## config.mk

```make
export PLATFORM = sky130hd
export DESIGN_NAME = truth_table_sweeper
export DESIGN_NICKNAME = d
export VERILOG_FILES = /design/src/rtl/truth_table_sweeper.sv
export SDC_FILE = /design/constraint.sdc
export NUM_CORES = 1
export LEC_CHECK = 0
export ABC_AREA = 0
export ABC_CLOCK_PERIOD_IN_PS = 2200
export CORE_UTILIZATION = 49
export CTS_CLUSTER_SIZE = 28
export DETAILED_ROUTE_END_ITERATION = 6
export GPL_TIMING_DRIVEN = 0
export PLACE_DENSITY = 0.88
export SETUP_SLACK_MARGIN = 0.02
export SYNTH_ARGS = -nofsm -noshare
export SYNTH_HDL_FRONTEND = slang
export SYNTH_SLANG_ARGS = --single-unit
```

## constraint.sdc

```tcl
create_clock -name clk -period 2.2 [get_ports clk]
set_input_delay 0.22 -clock clk [delete_from_list [all_inputs] [get_ports clk]]
set_output_delay 0.22 -clock clk [all_outputs]
set_load 0.03 [all_outputs]
```

## src/rtl/truth_table_sweeper.sv

```systemverilog
// Purpose: sweeps all 2**N_IN input vectors into a combinational DUT, captures its truth table and grades it against EXPECTED.
// Latency: done is high in the cycle after edge 1+2**N_IN*SETTLE, counting the start-sampling edge as edge 1.
// Backpressure: none; start is honoured only in IDLE and never queued, abort cancels an active sweep on the next edge.
module truth_table_sweeper #(
    parameter int                      N_IN     = 3,
    parameter int                      SETTLE   = 2,
    parameter logic [(1<<N_IN)-1:0]    EXPECTED = '0
) (
    input  logic                       clk,
    input  logic                       rst_n,
    input  logic                       start,
    input  logic                       abort,
    input  logic                       f_in,
    output logic [N_IN-1:0]            vec,
    output logic                       busy,
    output logic                       done,
    output logic                       pass,
    output logic [(1<<N_IN)-1:0]       tt,
    output logic [N_IN:0]              fail_cnt,
    output logic                       fail_vld,
    output logic [N_IN-1:0]            fail_idx
);

    localparam int              CW       = (SETTLE > 1) ? $clog2(SETTLE) : 1;
    localparam logic [CW-1:0]   CNT_LOAD = CW'(SETTLE - 1);
    localparam logic [CW-1:0]   CNT_ONE  = CW'(1);
    localparam logic [N_IN-1:0] VEC_LAST = '1;
    localparam logic [N_IN-1:0] VEC_ONE  = N_IN'(1);
    localparam logic [N_IN:0]   FCNT_ONE = (N_IN+1)'(1);

    typedef enum logic [1:0] {
        IDLE  = 2'd0,
        APPLY = 2'd1,
        FIN   = 2'd2
    } state_t;

    state_t          state;
    state_t          state_nxt;
    logic [CW-1:0]   cnt;
    logic            start_ok;
    logic            sample;
    logic            mism;
    logic            last_pass;

    // A vector mismatches when the sampled DUT output differs from the golden bit.
    assign mism      = (f_in != EXPECTED[vec]);
    // Pass decision at the final sample must include that sample's own outcome.
    assign last_pass = (fail_cnt == '0) && !mism;

    // State register.
    always_ff @(posedge clk or negedge rst_n) begin
        if (!rst_n) begin
            state <= IDLE;
        end else begin
            state <= state_nxt;
        end
    end

    // Next-state decode plus the state-derived busy/done strobes.
    always_comb begin
        state_nxt = state;
        busy      = 1'b0;
        done      = 1'b0;
        start_ok  = 1'b0;
        sample    = 1'b0;
        case (state)
            IDLE: begin
                if (start && !abort) begin
                    start_ok  = 1'b1;
                    state_nxt = APPLY;
                end
            end
            APPLY: begin
                busy = 1'b1;
                if (abort) begin
                    state_nxt = IDLE;
                end else if (cnt == '0) begin
                    sample = 1'b1;
                    if (vec == VEC_LAST) begin
                        state_nxt = FIN;
                    end
                end
            end
            FIN: begin
                done      = 1'b1;
                state_nxt = IDLE;
            end
            default: begin
                state_nxt = IDLE;
            end
        endcase
    end

    // Vector stepping, settle counting, truth-table capture and mismatch bookkeeping.
    always_ff @(posedge clk or negedge rst_n) begin
        if (!rst_n) begin
            vec      <= '0;
            cnt      <= '0;
            pass     <= 1'b0;
            tt       <= '0;
            fail_cnt <= '0;
            fail_vld <= 1'b0;
            fail_idx <= '0;
        end else begin
            if (start_ok) begin
                vec      <= '0;
                cnt      <= CNT_LOAD;
                pass     <= 1'b0;
                tt       <= '0;
                fail_cnt <= '0;
                fail_vld <= 1'b0;
                fail_idx <= '0;
            end
            if (busy && abort) begin
                // Partial tt and fail_* are deliberately kept for debug.
                vec  <= '0;
                pass <= 1'b0;
            end else if (busy && !sample) begin
                cnt <= cnt - CNT_ONE;
            end else if (sample) begin
                tt[vec] <= f_in;
                if (mism) begin
                    fail_cnt <= fail_cnt + FCNT_ONE;
                    if (!fail_vld) begin
                        fail_idx <= vec;
                        fail_vld <= 1'b1;
                    end
                end
                if (vec == VEC_LAST) begin
                    pass <= last_pass;
                end else begin
                    vec <= vec + VEC_ONE;
                    cnt <= CNT_LOAD;
                end
            end
            if (done) begin
                vec <= '0;
            end
        end
    end

endmodule

```

# Word-level counts from Yosys, hierarchy flattened
# Memories as Yosys holds them, arrays and structs flattened.
# Index checks and enable logic that the tools add are counted.
# W data, S select, Z words.
# totals
regBits	23
mem_bits_ro	8
memories	1
# classes
add_sub_neg	3
order_cmp	2
n_eq_ne	7
n_mux	53
reduce_logical	11
# mem_list
name	words	word_bits	rd	rd_ports_with_merged_regs	write_ports	line_no	text
(name not given)	8	1	1	0	0	46	assign mism = (f_in != EXPECTED[vec]);
# op_table
op	count
$mux W3	12
$mux W8	4
$mux W1	25
$mux W4	5
$bwmux W8	1
$mux W2	4
$ne A3 B3 Y1 const B	2
$logic_and A1 B1 Y1	5
$add A4 B1 Y4 const B	1
$logic_not A4 Y1	1
$lt A3 B4 Y1 const B	1
$pmux W2 S2	1
$add A3 B1 Y3 const B	1
$demux W1 S3	1
$eq A3 B3 Y1 const B	1
$ge A3 B1 Y1 const B	1
$logic_not A1 Y1	3
$reduce_and A3 Y1	1
$eq A2 B1 Y1 const B	1
$eq A2 B2 Y1 const B	1
$logic_not A2 Y1	1
$ne A2 B2 Y1 const B	1
$ne A1 B1 Y1	1
$sub A1 B1 Y1 const B	1

# Depth between registers and ports, before layout
# Gate-level depths: netlist of the first run.
# depth
depth_word	10
mapped_depth	5
mapped_depth_nobuf	5

# Worst setup path before layout of the first run
# Ideal clock, no wire load.
# synth_path
kind	flip-flop to flip-flop
start	register state[1]
end	register tt[2]
setup_time_ps	80
arrival_time_ps	1590
setup_slack_ps	529
path_stages_with_launch	5
cell_sequence	dfrtp_1 > or4b_1 > buf_2 > nor4_1 > mux2i_1
# synth_between
elab_chain_cells	7
elab_cells_between_ends	13
# synth_lines
element	line_no	text
start: declaration	37	state_t state;
start signal: assignment	55	state <= state_nxt;
$logic_not A2 Y1	66	case (state)
$mux W1	66	
$mux W8	105	if (start_ok) begin
$bwmux W8	121	tt[vec] <= f_in;
$mux W8	120	end else if (sample) begin
$mux W8	118	end else if (busy && !sample) begin
$mux W8 (*)	114	if (busy && abort) begin
end signal: indexed assignment	121	
end: declaration	18	output logic [(1<<N_IN)-1:0] tt,
# Mark *: on every way between the ends. The rest lies on a longest branch, timed or not.
# A chain may end at the register's enable or synchronous reset.

# Worst setup path after layout of the first run
# layout_path
start	register state[0]
end	output port busy
# layout_between
elab_chain_cells	2
# layout_lines
element	line_no	text
$eq A2 B1 Y1	66	
$mux W1	66	
end: declaration	15	output logic busy,
# Every way passes these cells.

==> results of run 1 <==
-- worst max-delay path: cells and delay by family, from the launching register on --
| family | cells | cell delay (ps) |
|---|---|---|
| and+or+nand+nor | 1 | 250 |
| buffers and inverters | 1 | 710 |
| DFF | 1 | 470 |
-- power by group through the flow --
stage          Clock, W  Sequential [W]  Combinational (W)
4_1_cts        0.000197        0.000472           0.000197
2_1_floorplan         0        0.000511          0.0000803
6_report       0.000194        0.000472           0.000195
3_5_place_dp          0        0.000481           0.000196
5_1_grt        0.000217        0.000477           0.000211
3_3_place_gp          0        0.000479           0.000188
-- cell type report --
class / instances / area, sq um / share of cell area
inverter: 8 / 30.0 / 0.0197
multi-input combinational: 81 / 574 / 0.376
timing repair buffer: 26 / 260 / 0.170
sequential: 23 / 576 / 0.377
clock buffer: 4 / 26.3 / 0.0172
tap: 28 / 35.0 / 0.0230
buffer: 6 / 25.0 / 0.0164
-- cells by family after synthesis --
kind of cell,after synthesis,share of synthesized area
AOI/OAI and AO/OA,14,0.0820
adders and majority gates,5,0.0519
buffers and inverters,14,0.0457
DFF,23,0.478
muxes,14,0.117
and+or+nand+nor,48,0.225
-- worst paths after layout --
check | slack, ps | cells past startpoint | endpoint
min reg2reg | 520 | 2 | fail_vld
min in group clk | 520 | 2 | fail_vld
min | 460 | 1 | fail_vld
max | 250 | 2 | busy
max in group asynchronous | 1120 | 1 | pass
max reg2reg | 300 | 4 | tt[6]
-- metrics by stage --
stage               hold WS (ps)   util  cells  total power (W)
CTS                          499  0.677    176         0.000866
global route                 536  0.677    176         0.000905
floorplan                  -75.6      -    118         0.000591
detailed placement           495  0.665    172         0.000677
global placement             480  0.665    172         0.000668
finish                       461  0.677    176         0.000861
-- flip-flops by register name, summed over array words and instances, names as in the netlist --
name / count
tt: 8
fail_cnt: 4
fail_idx: 3
vec: 3
state: 2
cnt: 1
fail_vld: 1
pass: 1
-- metal layers --
metal  share of wire  track usage  vias up
met1            0.42        0.289      479
met5               0            0        -
met4          0.0022       0.0135        0
met3           0.046       0.0322        2
li1                -            -      480
met2            0.53        0.411       30
-- placed cells by master, fill, tap and decap left out, types with 5 or more instances in the layout --
cell / Yosys / final
sky130_fd_sc_hd__a21oi_1: 5 / 5
sky130_fd_sc_hd__dfrtp_1: 23 / 23
sky130_fd_sc_hd__nand2_1: 17 / 17
sky130_fd_sc_hd__ha_1: 5 / 5
sky130_fd_sc_hd__clkbuf_1: 4 / 5
sky130_fd_sc_hd__inv_1: 7 / 7
sky130_fd_sc_hd__mux2i_1: 13 / 13
sky130_fd_sc_hd__clkdlybuf4s50_1: 0 / 26
==> results summary, run 1 <==
Static timing analysis puts the maximum clock frequency at 0.513 GHz. The portion of the post-synthesis area used by sequential elements came out at 0.478. The layout has 207 filler cells.

The share of cells above drive strength 1 is 0.0541. Data arrives at the worst endpoint at 1730 ps. The prevailing post-synth register cell is sky130_fd_sc_hd__dfrtp_1. Of all nets on the critical path, the largest fanout is 8. The number of cells produced by synthesis is 118. The share of total power consumed by net switching is 0.309.

The slew of the pin with the lowest slew margin is 1030 ps. The leakage component of the power is 0.695 nW. For this design the total switching power over the nets is 0.000266 W. Of the post-synthesis cell area, the dominant cell type holds 0.478. During I/O placement, the number of pins put on the boundary was 27. The commonest cells after synthesis are sky130_fd_sc_hd__dfrtp_1, sky130_fd_sc_hd__nand2_1, sky130_fd_sc_hd__mux2i_1.

The clock passes through at most 2 buffers. Setup violations remaining at the end of the flow were counted as 0. The sort of element at the end of the critical path is a primary output. In the post-route analysis, the smallest setup slack over all paths is 250 ps. The first TritonRoute pass finished after 5 iterations. Yosys attributes the largest share of cell area to sky130_fd_sc_hd__dfrtp_1, sky130_fd_sc_hd__mux2i_1, sky130_fd_sc_hd__nand2_1. The headroom to the max-slew limit came out at 0.312.

The run finished with clean final reports. After detailed routing, the number of vias per cell comes to 5.63. The wire length of the first global-routing pass is 4.45 mm. The via count came out at 991. The synthesized area divided by synthesized cell count is 10.2 sq um. The category of the worst setup path launch point is a flop. After detailed placement, the total cell area comes to 1500 sq um. On the critical path, the stage with the largest delay is an instance of sky130_fd_sc_hd__clkdlybuf4s50_1.

Walking the worst path, the cells encountered are nor2b_1 -> clkdlybuf4s50_1. The placement row count came out at 17. The largest voltage drop on the vdd net is 0.000317 V.

The ratio of final minimum period to clock period came out at 0.886. The cell area after technology mapping came out at 1200 sq um. The die is 51.6 um tall.

The initial utilization of the core area, before any placement, comes to 0.534. For this run, the total global-route usage over all layers was measured as 0.223. Buffers placed on the I/O ports in this run total 26. The number of synthesis warnings is 0. The worst-case clock skew came out at 7.48 ps. The register clock-pin slew on the reported worst setup and hold paths is 130 ps. The share of total power in sequential cells is 0.548. For this design the ratio of total power to cell area is 564 nW/um^2. Relative to the synthesized area, the layout overhead comes to 26.7%. The part of the power in combinational logic is 0.227. The CTS buffer count came out at 3. The flip-flop and latch count after synthesis is 23.

Setup repair after global routing left no endpoint under its margin. Of all flip-flops after synthesis, the portion carrying an async set or reset was 1.00. Entering global routing, the biggest net connects 24 pins. The number of antenna diodes is 0. The number of enable-type register cells in the synthesized netlist is 0. Among all cell types in the netlist, the one instantiated most often is sky130_fd_sc_hd__dfrtp_1. The number of hold buffers added after cts is 0.

The violation count after the first detailed-routing iteration came out at 21. In the routed design, unresolved DRC markers number 0. TritonCTS built the clock tree. The number of nets in the synthesized netlist is 128. The max-capacitance violation count came out at 0. The total negative slack for setup checks came out at 0 ps. The number of distinct library cells after synthesis came out at 28. Clock tree synthesis found a total of 23 sinks. After detailed routing, the average wire length per cell comes to 15.2 um. Of all cell types, the one taking the most synthesized area is sky130_fd_sc_hd__dfrtp_1. After detailed routing, the total wire length is 2.68 mm.

The die outline area came out at 2660 sq um. The worst path needs 1950 ps of the cycle, external delays included. The launching instance or port of the critical path is state[0]. The placeable core area came out at 2250 sq um. The remaining global-route overflow is 0. The number of antenna violations at the first check in global routing is 0. The weighted congestion reported at the end of routability-driven placement is 0.749. The insertion delay to the later sink of the worst-skew pair came out at 310 ps.

The final antenna-violating net count is 0. The number of buffers added for setup after CTS came out at 0. CTS placed an instance of sky130_fd_sc_hd__clkbuf_4 at the clock tree root. The classification of the worst-slack hold path is in2async. The depth of the CTS H-tree came out at 1. The total internal power is 0.000595 W. The post-DP HPWL came out at 1.94 mm. The final number of hold-violating endpoints came out at 0. The part of the power in the clock network came out at 0.225. The final count of pins violating max slew came out at 0.

Gates resized during post-CTS repair numbered 0. The overall die width came out at 51.6 um. The post-route cell area is 1530 sq um.

The number of global-route vias before repair is 969. The worst endpoint required time came out at 1980 ps. At the placement stage, the worst setup path has a slack of -20.8 ps. The critical path is of the reg2out type.

In this design, the stage delay of the slowest critical-path cell is 710 ps. The worst register-to-register path begins at state[1]. The final net count came out at 159.
No activity file was read; power rests on OpenSTA's default activity.
==> run 2: changes to the inputs <==
--- a/config.mk
+++ b/config.mk
@@ -13,6 +13,7 @@
 export GPL_TIMING_DRIVEN = 0
 export PLACE_DENSITY = 0.88
 export SETUP_SLACK_MARGIN = 0.02
+export SLEW_MARGIN = 20
 export SYNTH_ARGS = -nofsm -noshare
 export SYNTH_HDL_FRONTEND = slang
 export SYNTH_SLANG_ARGS = --single-unit
==> run 2 against run 1 <==
Against the previous run:
- via count decreased by 0.81%
- core utilization increased by 0.22 points
- largest cell class unchanged
- clock power about the same
- critical path depth unchanged
- sequential share of layout area decreased by 0.12 points
- die area unchanged
- combinational power about the same
- non-clock buffer count increased by 1
- fmax about the same
- critical path type unchanged
==> results summary, run 2 (synthesis gave the netlist of run 1 again) <==
The top-level I/O count came out at 27 (unchanged). The final net count is 160 (was 159). The weighted congestion reported at the end of routability-driven placement came out at 0.749 (unchanged). The largest fanout on the critical path came out at 8 (unchanged). The slew of the pin with the lowest slew margin came out at 517 ps (was 1030 ps). The classification of the worst-slack hold path was in2async (unchanged). The largest voltage drop on the vdd net came out at 0.000318 V (was 0.000317 V). The DRC violation count after routing came out at 0 (unchanged). The CTS buffer count is 3 (unchanged).

The root buffer cell is sky130_fd_sc_hd__clkbuf_4 (unchanged). The post-DP HPWL is 1.94 mm (unchanged). The number of antenna diodes came out at 0 (unchanged). The final total power was 0.000861 W (about the same). The share of cells above drive strength 1 came out at 0.0604 (was 0.0541).

The depth of the CTS H-tree was 1 (unchanged). The via count is 983 (was 991). The initial core utilization is 0.534 (unchanged). Highest-count cells in the layout ignoring fill and taps: sky130_fd_sc_hd__clkdlybuf4s50_1, sky130_fd_sc_hd__dfrtp_1, sky130_fd_sc_hd__nand2_1 (unchanged). The net switching power figure came out at 0.000266 W (about the same). The count of buffers from port buffering is 26 (unchanged). The time the final worst path needs with I/O delays and setup is 1950 ps (about the same). The number of sinks driven by the clock tree is 23 (unchanged). The number of standard cells in the layout, taps in and fillers out is 177 (was 176). The arrival time of the worst setup path is 1730 ps (about the same). The number of antenna violations at the first check in global routing came out at 0 (unchanged).

The remaining global-route overflow is 0 (unchanged). The leakage component of the power is 0.700 nW (was 0.695 nW). The relative area change from synthesis to final layout is 27.1% (was 26.7%). The final count of pins violating max slew is 0 (unchanged). The register clock-pin slew on the reported worst setup and hold paths is 130 ps (about the same). The ratio of final minimum period to clock period came out at 0.886 (about the same). The cell count after placement is 172 (unchanged). The total length of routed wires came to 2.68 mm (about the same).

The total internal power came to 0.000595 W (about the same). Leading registers by flop count: tt x8, fail_cnt x4 (unchanged). The placement row count was 17 (unchanged).

The number of gates given a new drive strength after cts was 0 (unchanged). The clock tree buffer depth is 2 (unchanged). The die outline area is 2660 sq um (unchanged).

The global-route usage over all layers is 0.223 (unchanged). The sort of element at the end of the critical path was a primary output (unchanged). The final antenna-violating net count was 0 (unchanged). The CTS tree was built (unchanged).

The part of the power in combinational logic is 0.227 (about the same). The leading cell type in the layout, fill and taps excluded was sky130_fd_sc_hd__clkdlybuf4s50_1 (unchanged). The routed wirelength normalized by instance count is 15.1 um (was 15.2 um). The pin count of the biggest net entering global routing was 24 (unchanged). The category of the worst setup path launch point is a flop (unchanged). The worst-case clock skew came to 7.72 ps (was 7.48 ps). The wire length of the first global-routing pass came out at 4.45 mm (unchanged). The timing-limited maximum frequency was 0.513 GHz (about the same). The final number of hold-violating endpoints is 0 (unchanged).

The part of the power in the clock network was 0.225 (about the same). The register bank with the most flops is tt (unchanged). The number of global-route vias before repair came out at 969 (unchanged).

RSZ-0062 raised after global routing: false (unchanged). The detailed-router iteration count before antenna repair is 5 (unchanged). The placeable core area is 2250 sq um (unchanged). The headroom to the max-slew limit came out at 0.655 (was 0.312). The insertion delay to the later sink of the worst-skew pair came out at 310 ps (about the same). The power density relative to cell area is 562 nW/um^2 (was 564 nW/um^2).

The post-route worst hold slack is 400 ps (was 461 ps). The share of total power in sequential cells came out at 0.548 (about the same). Run status: finished, final reports clean (unchanged). The critical path class is reg2out (unchanged). The via density per instance is 5.55 (was 5.63).

The max-capacitance violation count is 0 (unchanged). The die outline height was 51.6 um (unchanged). The setup-violating endpoint count in the final report was 0 (unchanged). The share of total power consumed by net switching came out at 0.309 (about the same). The number of flip-flops under the largest register name is 8 (unchanged). The worst endpoint required time came out at 1980 ps (about the same). The overall die width came out at 51.6 um (unchanged). The violation count after the first detailed-routing iteration came out at 19 (was 21).
[run 2: cell types whose count changed in the layout (fill, tap and decap cells not counted), sizes merged]
cell and change:
buf +1, clkdlybuf4s50 -1, dlygate4sd3 +1
[run 2: worst paths after layout]
path                       depth (start not counted)  slack [ps]  startpoint  endpoint
min                                                2         400       rst_n  fail_vld
min reg2reg                                        2         520    fail_vld  fail_vld
max                                                2         250    state[0]      busy
min in group clk                                   2         520    fail_vld  fail_vld
max reg2reg                                        4         300    state[1]     tt[6]
max in group asynchronous                          2        1450       rst_n      pass
[run 2: timing repair]
action	4_1_cts	5_1_grt
hold buffers	0	1
buffers inserted	0	0
hold endpoints to repair	0	23
[run 2: metal layers]
metal  vias to the layer above  part of all wire  GRT usage
met1                       474              0.43      0.289
met4                         0            0.0022     0.0135
met2                        26              0.53      0.411
met3                         2             0.036     0.0322
met5                         -                 0          0
li1                        481                 -          -
[run 2: cell type report]
class / instances / area (sq um)
plain buffers: 6 / 25.0
multi-input cells: 81 / 574
fillers: 206 / 723
clock buffers: 4 / 26.3
well taps: 28 / 35.0
repair buffers: 27 / 265
flip-flops and latches: 23 / 576
inverters: 8 / 30.0
[run 2: metrics by stage]
step	setup TNS (ps)	cell area (sq um)	setup slack, ps	util
after global routing	0	1530	155	0.679
after CTS	0	1530	238	0.677
final	0	1530	250	0.679
after detailed placement	-20.8	1500	-20.8	0.665
after floorplan	0	1200	529	-
after global placement	0	1500	67.7	0.665
[run 2: critical path, cell delays in order, from the launching register on]
cell and delay [ps]:
sky130_fd_sc_hd__dfrtp_1 470, sky130_fd_sc_hd__nor2b_1 250, sky130_fd_sc_hd__clkdlybuf4s50_1 710
[run 2: power groups by stage]
stage          registers (W)  clock network (W)  logic [W]
6_report            0.000472           0.000194   0.000196
5_1_grt             0.000477           0.000217   0.000211
4_1_cts             0.000472           0.000197   0.000197
3_5_place_dp        0.000481                  0   0.000196
3_3_place_gp        0.000479                  0   0.000188
2_1_floorplan       0.000511                  0  0.0000803
